File: config.mk
export PLATFORM = sky130hd
export DESIGN_NAME = serial_subtractor
export DESIGN_NICKNAME = d
export VERILOG_FILES = /design/src/rtl/serial_subtractor.sv
export SDC_FILE = /design/constraint.sdc
export NUM_CORES = 1
export LEC_CHECK = 0
export CORE_AREA = 2 2 57 59
export CTS_BUF_LIST = sky130_fd_sc_hd__clkbuf_16
export DETAILED_ROUTE_END_ITERATION = 6
export DIE_AREA = 0 0 59 61
export DONT_BUFFER_PORTS = 1
export PLACE_DENSITY = 0.72
export SETUP_SLACK_MARGIN = 0.5
export SLEW_MARGIN = 20
export SYNTH_ARGS = -nofsm -noshare
export SYNTH_HDL_FRONTEND = slang
export SYNTH_SLANG_ARGS = --single-unit
File: constraint.sdc
create_clock -name clk -period 1.9 [get_ports clk]
set_clock_uncertainty 0.1 [all_clocks]
set_input_delay 0.19 -clock clk [delete_from_list [all_inputs] [get_ports clk]]
set_output_delay 0.19 -clock clk [all_outputs]
set_load 0.03 [all_outputs]
File: src/rtl/serial_subtractor.sv
// Bit-serial unsigned subtractor: Diff = A - B (mod 2^WIDTH), LSB first, one bit per clock.
// Borrow is set when A < B; Done pulses for one cycle when Diff and Borrow update.
module serial_subtractor #(
   parameter int WIDTH = 8
) (
   input  logic             clk,
   input  logic             rst_n,
   input  logic             Start,
   input  logic [WIDTH-1:0] A,
   input  logic [WIDTH-1:0] B,
   output logic             Busy,
   output logic             Done,
   output logic [WIDTH-1:0] Diff,
   output logic             Borrow
);

   localparam int CW = $clog2(WIDTH + 1);

   typedef enum logic {IDLE, RUN} state_t;

   state_t           state_q, state_d;
   logic [WIDTH-1:0] a_q, a_d, b_q, b_d, p_q, p_d, diff_q, diff_d;
   logic             bin_q, bin_d, borrow_q, borrow_d;
   logic             busy_q, busy_d, done_q, done_d;
   logic [CW-1:0]    cnt_q, cnt_d;
   logic             d_bit, bout;
   logic [WIDTH-1:0] p_shift;

   always_comb begin
      state_d  = state_q;
      a_d      = a_q;
      b_d      = b_q;
      p_d      = p_q;
      bin_d    = bin_q;
      cnt_d    = cnt_q;
      busy_d   = busy_q;
      diff_d   = diff_q;
      borrow_d = borrow_q;
      done_d   = 1'b0;

      d_bit   = a_q[0] ^ b_q[0] ^ bin_q;
      bout    = (~a_q[0] & b_q[0]) | (~(a_q[0] ^ b_q[0]) & bin_q);
      // New difference bit enters at the MSB so the result lands LSB-aligned after WIDTH shifts.
      p_shift = p_q >> 1;
      p_shift[WIDTH-1] = d_bit;

      case (state_q)
         IDLE: begin
            if (Start) begin
               state_d = RUN;
               busy_d  = 1'b1;
               a_d     = A;
               b_d     = B;
               bin_d   = 1'b0;
               cnt_d   = '0;
            end
         end
         RUN: begin
            a_d   = a_q >> 1;
            b_d   = b_q >> 1;
            p_d   = p_shift;
            bin_d = bout;
            cnt_d = cnt_q + CW'(1);
            if (cnt_q == CW'(WIDTH - 1)) begin
               state_d  = IDLE;
               busy_d   = 1'b0;
               done_d   = 1'b1;
               diff_d   = p_shift;
               borrow_d = bout;
            end
         end
         default: state_d = IDLE;
      endcase
   end

   always_ff @(posedge clk or negedge rst_n) begin
      if (!rst_n) begin
         state_q  <= IDLE;
         a_q      <= '0;
         b_q      <= '0;
         p_q      <= '0;
         bin_q    <= 1'b0;
         cnt_q    <= '0;
         busy_q   <= 1'b0;
         done_q   <= 1'b0;
         diff_q   <= '0;
         borrow_q <= 1'b0;
      end else begin
         state_q  <= state_d;
         a_q      <= a_d;
         b_q      <= b_d;
         p_q      <= p_d;
         bin_q    <= bin_d;
         cnt_q    <= cnt_d;
         busy_q   <= busy_d;
         done_q   <= done_d;
         diff_q   <= diff_d;
         borrow_q <= borrow_d;
      end
   end

   assign Busy   = busy_q;
   assign Done   = done_q;
   assign Diff   = diff_q;
   assign Borrow = borrow_q;

endmodule

==> Word-level counts from Yosys, hierarchy flattened <==
Cells that the tools add are included.
Widths: inputs -> output; s select.
{ "totals": {"register_bits": 41, "inputBits": 19, "output_inout_bits": 11, "elab_cells": 40} }
{ "op_classes": {"add_sub_neg": 1, "n_eq_ne": 3, "n_mux": 16, "bitwise_logic": 8, "n_reduce_logical": 2} }
{ "op_table": {"columns": ["cell", "n"], "rows": [
  ["$pmux 8 s2", 2],
  ["$mux 8", 2],
  ["$pmux 4 s2", 1],
  ["$mux 1", 7],
  ["$pmux 1 s2", 3],
  ["$add 4x1->4 const B", 1],
  ["$eq 4x3->1 const B", 1],
  ["$mux 4", 1],
  ["$reduce_and 2->1", 2],
  ["$not 1->1", 3],
  ["$and 1x1->1", 2],
  ["$ne 2x1->1 const B", 1],
  ["$ne 2x2->1 const B", 1],
  ["$xor 1x1->1", 2],
  ["$or 1x1->1", 1]
]} }

==> Depth between registers and ports, before layout <==
Gate-level depths: netlist of the first run.
{ "logic_depth": {"depth_word": 5, "ltp_mapped": 5} }

==> Worst setup path before layout of the first run <==
Ideal clock, no wire load.
{ "synth_timing": {"path_type": "register to register", "start": "register cnt_q[0]", "end": "register diff_q[1], in the netlist Diff[1]", "setup_ns": 0.125, "arrival_time_ns": 1.230, "required_ns": 1.675, "slack_ns": 0.445, "path_stages_with_launch": 5, "path_buffers": 1, "path_cell_list": "dfrtp_1 > ha_1 > nand4b_1 > buf_4 > mux2_4"} }
{ "synth_via": {"elab_chain_len": 2} }
{ "synth_lines": {"columns": ["item", "line_no", "source"], "rows": [
  ["start, declared", "25", "logic [CW-1:0] cnt_q, cnt_d;"],
  ["start signal, assigned", "94", "cnt_q <= cnt_d;"],
  ["$eq 4x3->1", "64", "if (cnt_q == CW'(WIDTH - 1)) begin"],
  ["$reduce_and 2->1 (no source line)", null, null],
  ["end signal, assigned", "97", "diff_q <= diff_d;"],
  ["end, declared", "22", "logic [WIDTH-1:0] a_q, a_d, b_q, b_d, p_q, p_d, diff_q, diff_d;"]
]} }
Every way passes these cells.
A chain may end at the register's enable or synchronous reset.

==> Final worst setup path of the first run <==
{ "layout_timing": {"start": "register a_q[0]", "end": "register p_q[7]"} }
{ "layout_via": {"elab_chain_len": 2} }
{ "layout_lines": {"columns": ["item", "line_no", "source"], "rows": [
  ["start, declared", "22", null],
  ["start signal, assigned", "79", "a_q <= '0;"],
  ["start signal, assigned", "90", "a_q <= a_d;"],
  ["$xor 1x1->1 (2 in series)", "41", "d_bit = a_q[0] ^ b_q[0] ^ bin_q;"],
  ["via d_bit", "26", "logic d_bit, bout;"],
  ["end signal, assigned", "92", "p_q <= p_d;"],
  ["end, declared", "22", null]
]} }
The timed path passes the listed nets, and every way through them passes these cells.

==> results of run 1 <==
==> final cells by class <==
cell class                 count  area (um2)  share of cell area (%)
timing repair buffer          13         131                    6.66
inverter                       5        18.8                   0.951
multi-input combinational     84         642                    32.5
sequential                    40        1000                    50.7
clock buffer                   5         125                    6.34
tap                           33        41.3                    2.09
clock inverter                 3        13.8                   0.698
==> worst max-delay path by stage <==
stage | from | end | slack [ns]
after floorplan | cnt_q[0] | Diff[1] | 0.50
after global placement | cnt_q[0] | Diff[0] | 0.45
after detailed placement | cnt_q[0] | Diff[0] | 0.40
after CTS | cnt_q[1] | Diff[4] | 0.47
after global routing | a_q[0] | p_q[7] | 0.44
final | a_q[0] | p_q[7] | 0.47
==> timing repair <==
item                                    CTS  global route
hold buffers                              5             0
endpoints found under the setup margin    9            14
gates resized for setup                   4             3
hold endpoints to repair                 44             0
setup buffers                             5             0
gates cloned                              1             0
pin swaps                                 2             1
==> logic make-up after synthesis <==
group / Yosys count
buf+inv: 12
xor+xnor: 2
flops: 40
compound gates: 22
fa+ha+maj: 2
simple gates: 27
mux: 31
==> layer usage <==
layer	vias to the layer above	GRT usage, %	share of wire [%]
met3	10	8.53	5.4
met4	0	8.12	2.2
met2	35	31.6	48
li1	490	-	-
met1	501	24.1	44
met5	-	0	0
==> where the power goes <==
group | switching, uW | internal [uW] | total, uW | leakage [uW]
sequential | 441 | 1210 | 1650 | 0.000508
combinational | 448 | 594 | 1040 | 0.000385
clock | 300 | 476 | 776 | 0.0000710
total | 1190 | 2280 | 3470 | 0.000964
==> stage by stage <==
stage | instance area, um2 | power (uW) | setup slack, ns
detailed placement | 1710 | 2530 | 0.400
floorplan | 1700 | 2350 | 0.504
global placement | 1710 | 2460 | 0.448
finish | 1970 | 3470 | 0.467
CTS | 1970 | 3460 | 0.472
global route | 1970 | 3690 | 0.444
==> state kept, by name, summed over array words and instances, names as in the netlist <==
name,cells
state_q,1
bin_q,1
a_q,8
p_q,7
Busy,1
Done,1
b_q,8
cnt_q,4
Borrow,1
Diff,8
==> placed cells by master (no fill, tap or decap), drive strengths merged, types with 3 or more instances in the layout <==
master / synthesis / layout
o21ai: 19 / 19
inv: 5 / 5
nand2: 18 / 18
nor2: 6 / 6
buf: 5 / 9
clkbuf: 2 / 5
dlygate4sd3: 0 / 4
mux2: 15 / 15
mux2i: 16 / 16
clkinv: 0 / 3
dfrtp: 40 / 40
==> worst register-to-register path, cell delays in order (launching register included) <==
cell	delay, ns
dfrtp_1	0.40
fa_1	0.53
mux2_4	0.29
==> metrics.md, run 1 <==
| Metric | Value |
|---|---|
| Synth top area cells | dfrtp_1 (59%), mux2i_1 (9.5%), mux2_4 (6.2%), o21ai_0 (5.6%), mux2_2 (5.3%) |
| Post-synth EDFFs | 0 |
| TritonRoute pass-1 iters | 4 |
| Crit-path slowest cell | fa_1 |
| Final non-filler cell total | 183 |
| Largest family of logic cells by synthesized area | multiplexers |
| DR iter-0 viols | 14 |
| Worst-path clk slew | 0.06 ns |
| Hold crit path type | in -> reg |
| Clock buffer depth | 2 |
| Port bufs | 0 |
| Die Area | 0.00360 mm2 |
| Mux contribution to synthesized area | 21.0% |
| Fmax | 698 MHz |
| Syn nets | 157 |
| Post-synth top area cell | dfrtp_1 |
| Post-layout nets | 170 |
| FF-to-FF path depth | 2 |
| H-tree depth | 2 |
| Post-Syn Instances | 136 |
| Remaining global-route overflow | 0 |
| Crit. path cell count | 2 |
| Final hold vios | 0 |
| Min Tclk post-route | 1.43 ns |
| Simple-Gate Fraction of Synth Area | 6.43% |
| # setup viols final | 0 |
| DRC | 0 |
| TritonCTS Buffers | 5 |
| Placed insts | 164 |
| Ports | 30 |
| Vias in the first global route | 1085 |
| #FFs+latches synth | 40 |
| Final Core Density | 66.8% |
| Skew-Pair Late Insertion Delay | 0.28 ns |
| R2R Path End | p_q[7] |
| CP top delay family | adder cells |
| First-pass GRT wire length | 5.11 mm |
| RSZ-0062 raised after global routing | yes |
| TritonCTS clock tree | built |
| Max-Slew Margin vs Limit | 78.2% |
| Static Leak | 0.000964 uW |
| Fill count | 219 |
| Synth cell types | 20 |
| Fin crit share | 75.4% |
| Max-cap violations | 0 |
| CORE AREA | 0.00295 mm2 |
| Sequential area share after synthesis | 59.2% |
| Final WL | 2.92 mm |
| Final TNS setup | 0 ns |
| Reg2Reg Setup Slack | 0.47 ns |
| Initial antenna violation count | 0 |
| Slew @ Worst Pin | 0.327 ns |
| Crit path cell chain | fa_1 > mux2_4 |
| Setup crit end kind | flop |
| Post-Synthesis Cell Area | 0.00169 mm2 |
| Post-DP HPWL | 1.79 mm |
| Hold path depth | 2 |
| Top cell type's share of synthesized area | 59.2% |
| Hold EP | a_q[0] |
| Syn Area/Cell | 12.4 um2 |
| Largest net degree at the start of global routing | 42 |
| GR Util All Layers | 19.9% |
| Primary FF master, synth | dfrtp_1 |
| Routed Antenna Nets | 0 |
| Data required, critical path | 1.96 ns |
| Via count | 1036 |
| Via density | 5.66 |
| Most numerous cell in the Yosys netlist | dfrtp_1 |
| Worst ir drop on vdd | 0.894 mV |
| HP Start | A[0] |
| Routed WL per cell | 16.0 um |
| Fin Hold WS | 0.0179 ns |
| Critical path peak fanout | 2 |
| Post-synthesis compound-gate area fraction | 6.95% |
| Synth Area in Adders | 1.92% |
| Pins over their slew limit | 0 |
| WP buf/inv | 0 |
| Crit path arrival time | 1.49 ns |
| Worst Setup Start Kind | flop |
| Xor-xnor portion of the synthesized cell area | 1.04% |
| Crit Path Class | reg -> reg |
| Die H | 61 um |
| Reg2reg start | a_q[0] |
| Root buffer cell | clkbuf_16 |
| Synth cell count leaders | dfrtp_1 (40), o21ai_0 (19), nand2_1 (18) |
| Ys Warns | 0 |
| Row count | 20 |
| Status | complete, no violations |
| Pwr Density | 1760 mW/mm2 |
| Gpl congestion | 0.816 |
| Slowest stage delay, CP | 0.53 ns |
| Starting Density | 57.3% |
| Ant. Diodes | 0 |
| Layout cells sized above 1 | 22.0% |
| Die W | 59 um |
| Sink Count | 40 |
| Area growth, synth to finish | 16.6% |
| Post-synth ARST share | 100% |
No activity file was read; power rests on OpenSTA's default activity.
==> run 2, diff against run 1 <==
Clock period 1.9 ns to 1.5 ns, I/O delays scaled along.
==> run 2 against run 1 <==
Effect of this change:
- the run now ends with hold timing left
- sequential share of layout area down 12 points
- total power up 68%
- wire length increased by 54%
- critical path depth increased by 3
- setup slack got worse by 0.44 ns
- register-to-register slack got worse by 0.44 ns
- non-clock buffer count rose by 28
- die area unchanged
- first-iteration DRC count grew to 2.9 times the previous value
- clock-buffer cell count unchanged
- critical path type unchanged
- largest cell class unchanged
- highest routed layer unchanged
==> metrics.md, run 2 (synthesized netlist as in run 1, its figures left out) <==
| Metric | Value |
|---|---|
| Status | complete, but fails checks |
| Violated checks | hold timing |
| Skew-Pair Late Insertion Delay | 0.28 ns |
| Max-cap violations | 0 |
| Ports | 30 |
| Fmax | 677 MHz |
| First-pass GRT wire length | 5.55 mm |
| Crit Path Class | reg -> reg |
| # setup viols final | 0 |
| Slew @ Worst Pin | 0.301 ns |
| H-tree depth | 2 |
| Gpl congestion | 0.752 |
| Worst Setup Start Kind | flop |
| Layout cells sized above 1 | 50.6% |
| Pins over their slew limit | 0 |
| Die W | 59 um |
| Final WL | 4.49 mm |
| Routed Antenna Nets | 0 |
| WP buf/inv | 2 |
| Leading cell type in the layout, fill and taps excluded | dfrtp_1 |
| DR iter-0 viols | 40 |
| Static Leak | 0.00124 uW |
| Max-Slew Margin vs Limit | 79.3% |
| Die H | 61 um |
| Via count | 1235 |
| Post-layout nets | 198 |
| Hold crit path type | in -> async |
| TritonCTS Buffers | 5 |
| Row count | 20 |
| Crit path arrival time | 1.54 ns |
| Vias in the first global route | 1209 |
| Largest net degree at the start of global routing | 41 |
| Routed WL per cell | 21.3 um |
| Crit-path slowest cell | dfrtp_1 |
| RSZ-0062 raised after global routing | yes |
| Worst ir drop on vdd | 1.43 mV |
| Remaining global-route overflow | 0 |
| Fin crit share | 98.4% |
| Min Tclk post-route | 1.48 ns |
| Crit path cell chain | ha_4 > nand4b_1 > buf_6 > clkbuf_16 > mux2_4 |
| Clock buffer depth | 2 |
| TritonRoute pass-1 iters | 4 |
| CORE AREA | 0.00295 mm2 |
| Final hold vios | 50 |
| Post-Place Worst Slack | 0.0569 ns |
| Placed cell areas | 0.00177 mm2 |
| Final TNS setup | 0 ns |
| Initial antenna violation count | 0 |
| Fin Hold WS | -0.541 ns |
| TritonCTS clock tree | built |
| CP top delay family | flip-flops |
| Ant. Diodes | 0 |
| Slowest stage delay, CP | 0.40 ns |
| PnR Total Power | 5810 uW |
| Data required, critical path | 1.56 ns |
| DRC | 0 |
| Worst Slack Setup Final | 0.0234 ns |
| Pwr Density | 2240 mW/mm2 |
| Worst-path clk slew | 0.06 ns |
| Area growth, synth to finish | 53.4% |
| Most frequent cells in the layout | dfrtp_1 (32), dlygate4sd3_1 (17), mux2i_1 (16), mux2_4 (15), o21ai_2 (12) |
| Final instance area | 0.00259 mm2 |
| Via density | 5.85 |
| Critical path peak fanout | 4 |
| Root buffer cell | clkbuf_16 |
| Starting Density | 57.3% |
| GR Util All Layers | 21.9% |
| Hold buffers post-CTS | 17 |
| Port bufs | 0 |
| Post-DP HPWL | 1.78 mm |
| Die Area | 0.00360 mm2 |
| Setup crit end kind | flop |
| Sink Count | 40 |
| Final Core Density | 87.9% |
-- run 2: cell types whose count changed in the layout (fill, tap and decap cells not counted), moves of 6 or more --
cell,delta
o21ai_2,+12
dfrtp_2,+8
mux2_2,-6
dfrtp_1,-8
nand2_4,+9
dlygate4sd3_1,+13
mux2_4,+6
nand2_1,-14
o21ai_0,-18
-- run 2: cell type report --
class                           instances  area, um2
Sequential cell                        40       1010
Multi-Input combinational cell         84        843
Timing Repair Buffer                   41        537
Fill cell                             119        358
Clock buffer                            5        125
Tap cell                               33       41.3
Inverter                                5       26.3
Clock inverter                          3       11.3
-- run 2: worst reg2reg max path: stages (launching register included) --
cell,delay [ns]
dfrtp_1,0.40
ha_4,0.15
nand4b_1,0.12
buf_6,0.16
clkbuf_16,0.15
mux2_4,0.29
-- run 2: through the flow --
step	instances	hold WS, ns
after floorplan	136	-0.246
after global placement	164	-0.245
after detailed placement	164	-0.245
after CTS	199	-0.541
after global routing	211	-0.552
final	211	-0.541
-- run 2: final timing paths --
check	from	to	slack, ns	cells after the start
max in group asynchronous	rst_n	Diff[6]	1.75	0
hold reg to reg	b_q[4]	b_q[3]	0.43	2
setup / recovery	cnt_q[1]	Diff[6]	0.02	5
setup reg to reg	cnt_q[1]	Diff[6]	0.02	5
min in group clk	Start	Busy	-0.06	2
hold / removal	rst_n	bin_q	-0.54	0
-- run 2: what timing repair did --
item	in CTS	in global routing
cloned	2	6
setup buffers	8	6
gates resized for setup	17	63
hold endpoints to repair	60	53
pin swaps	4	12
setup endpoints to repair	35	51
-- run 2: power by group --
part           total [uW]  internal [uW]  switching [uW]
clock                 980            597             382
combinational        2610           1600            1010
sequential           2230           1550             675
-- run 2: metal layers --
metal / routed length, um / part of all wire, % / global-route usage [%] / up-vias
met5: 0 / 0 / 0 / -
met3: 222 / 4.9 / 9.17 / 16
met2: 2350 / 52 / 36.0 / 48
li1: - / - / - / 552
met4: 123 / 2.7 / 12.3 / 0
met1: 1800 / 40 / 24.0 / 619
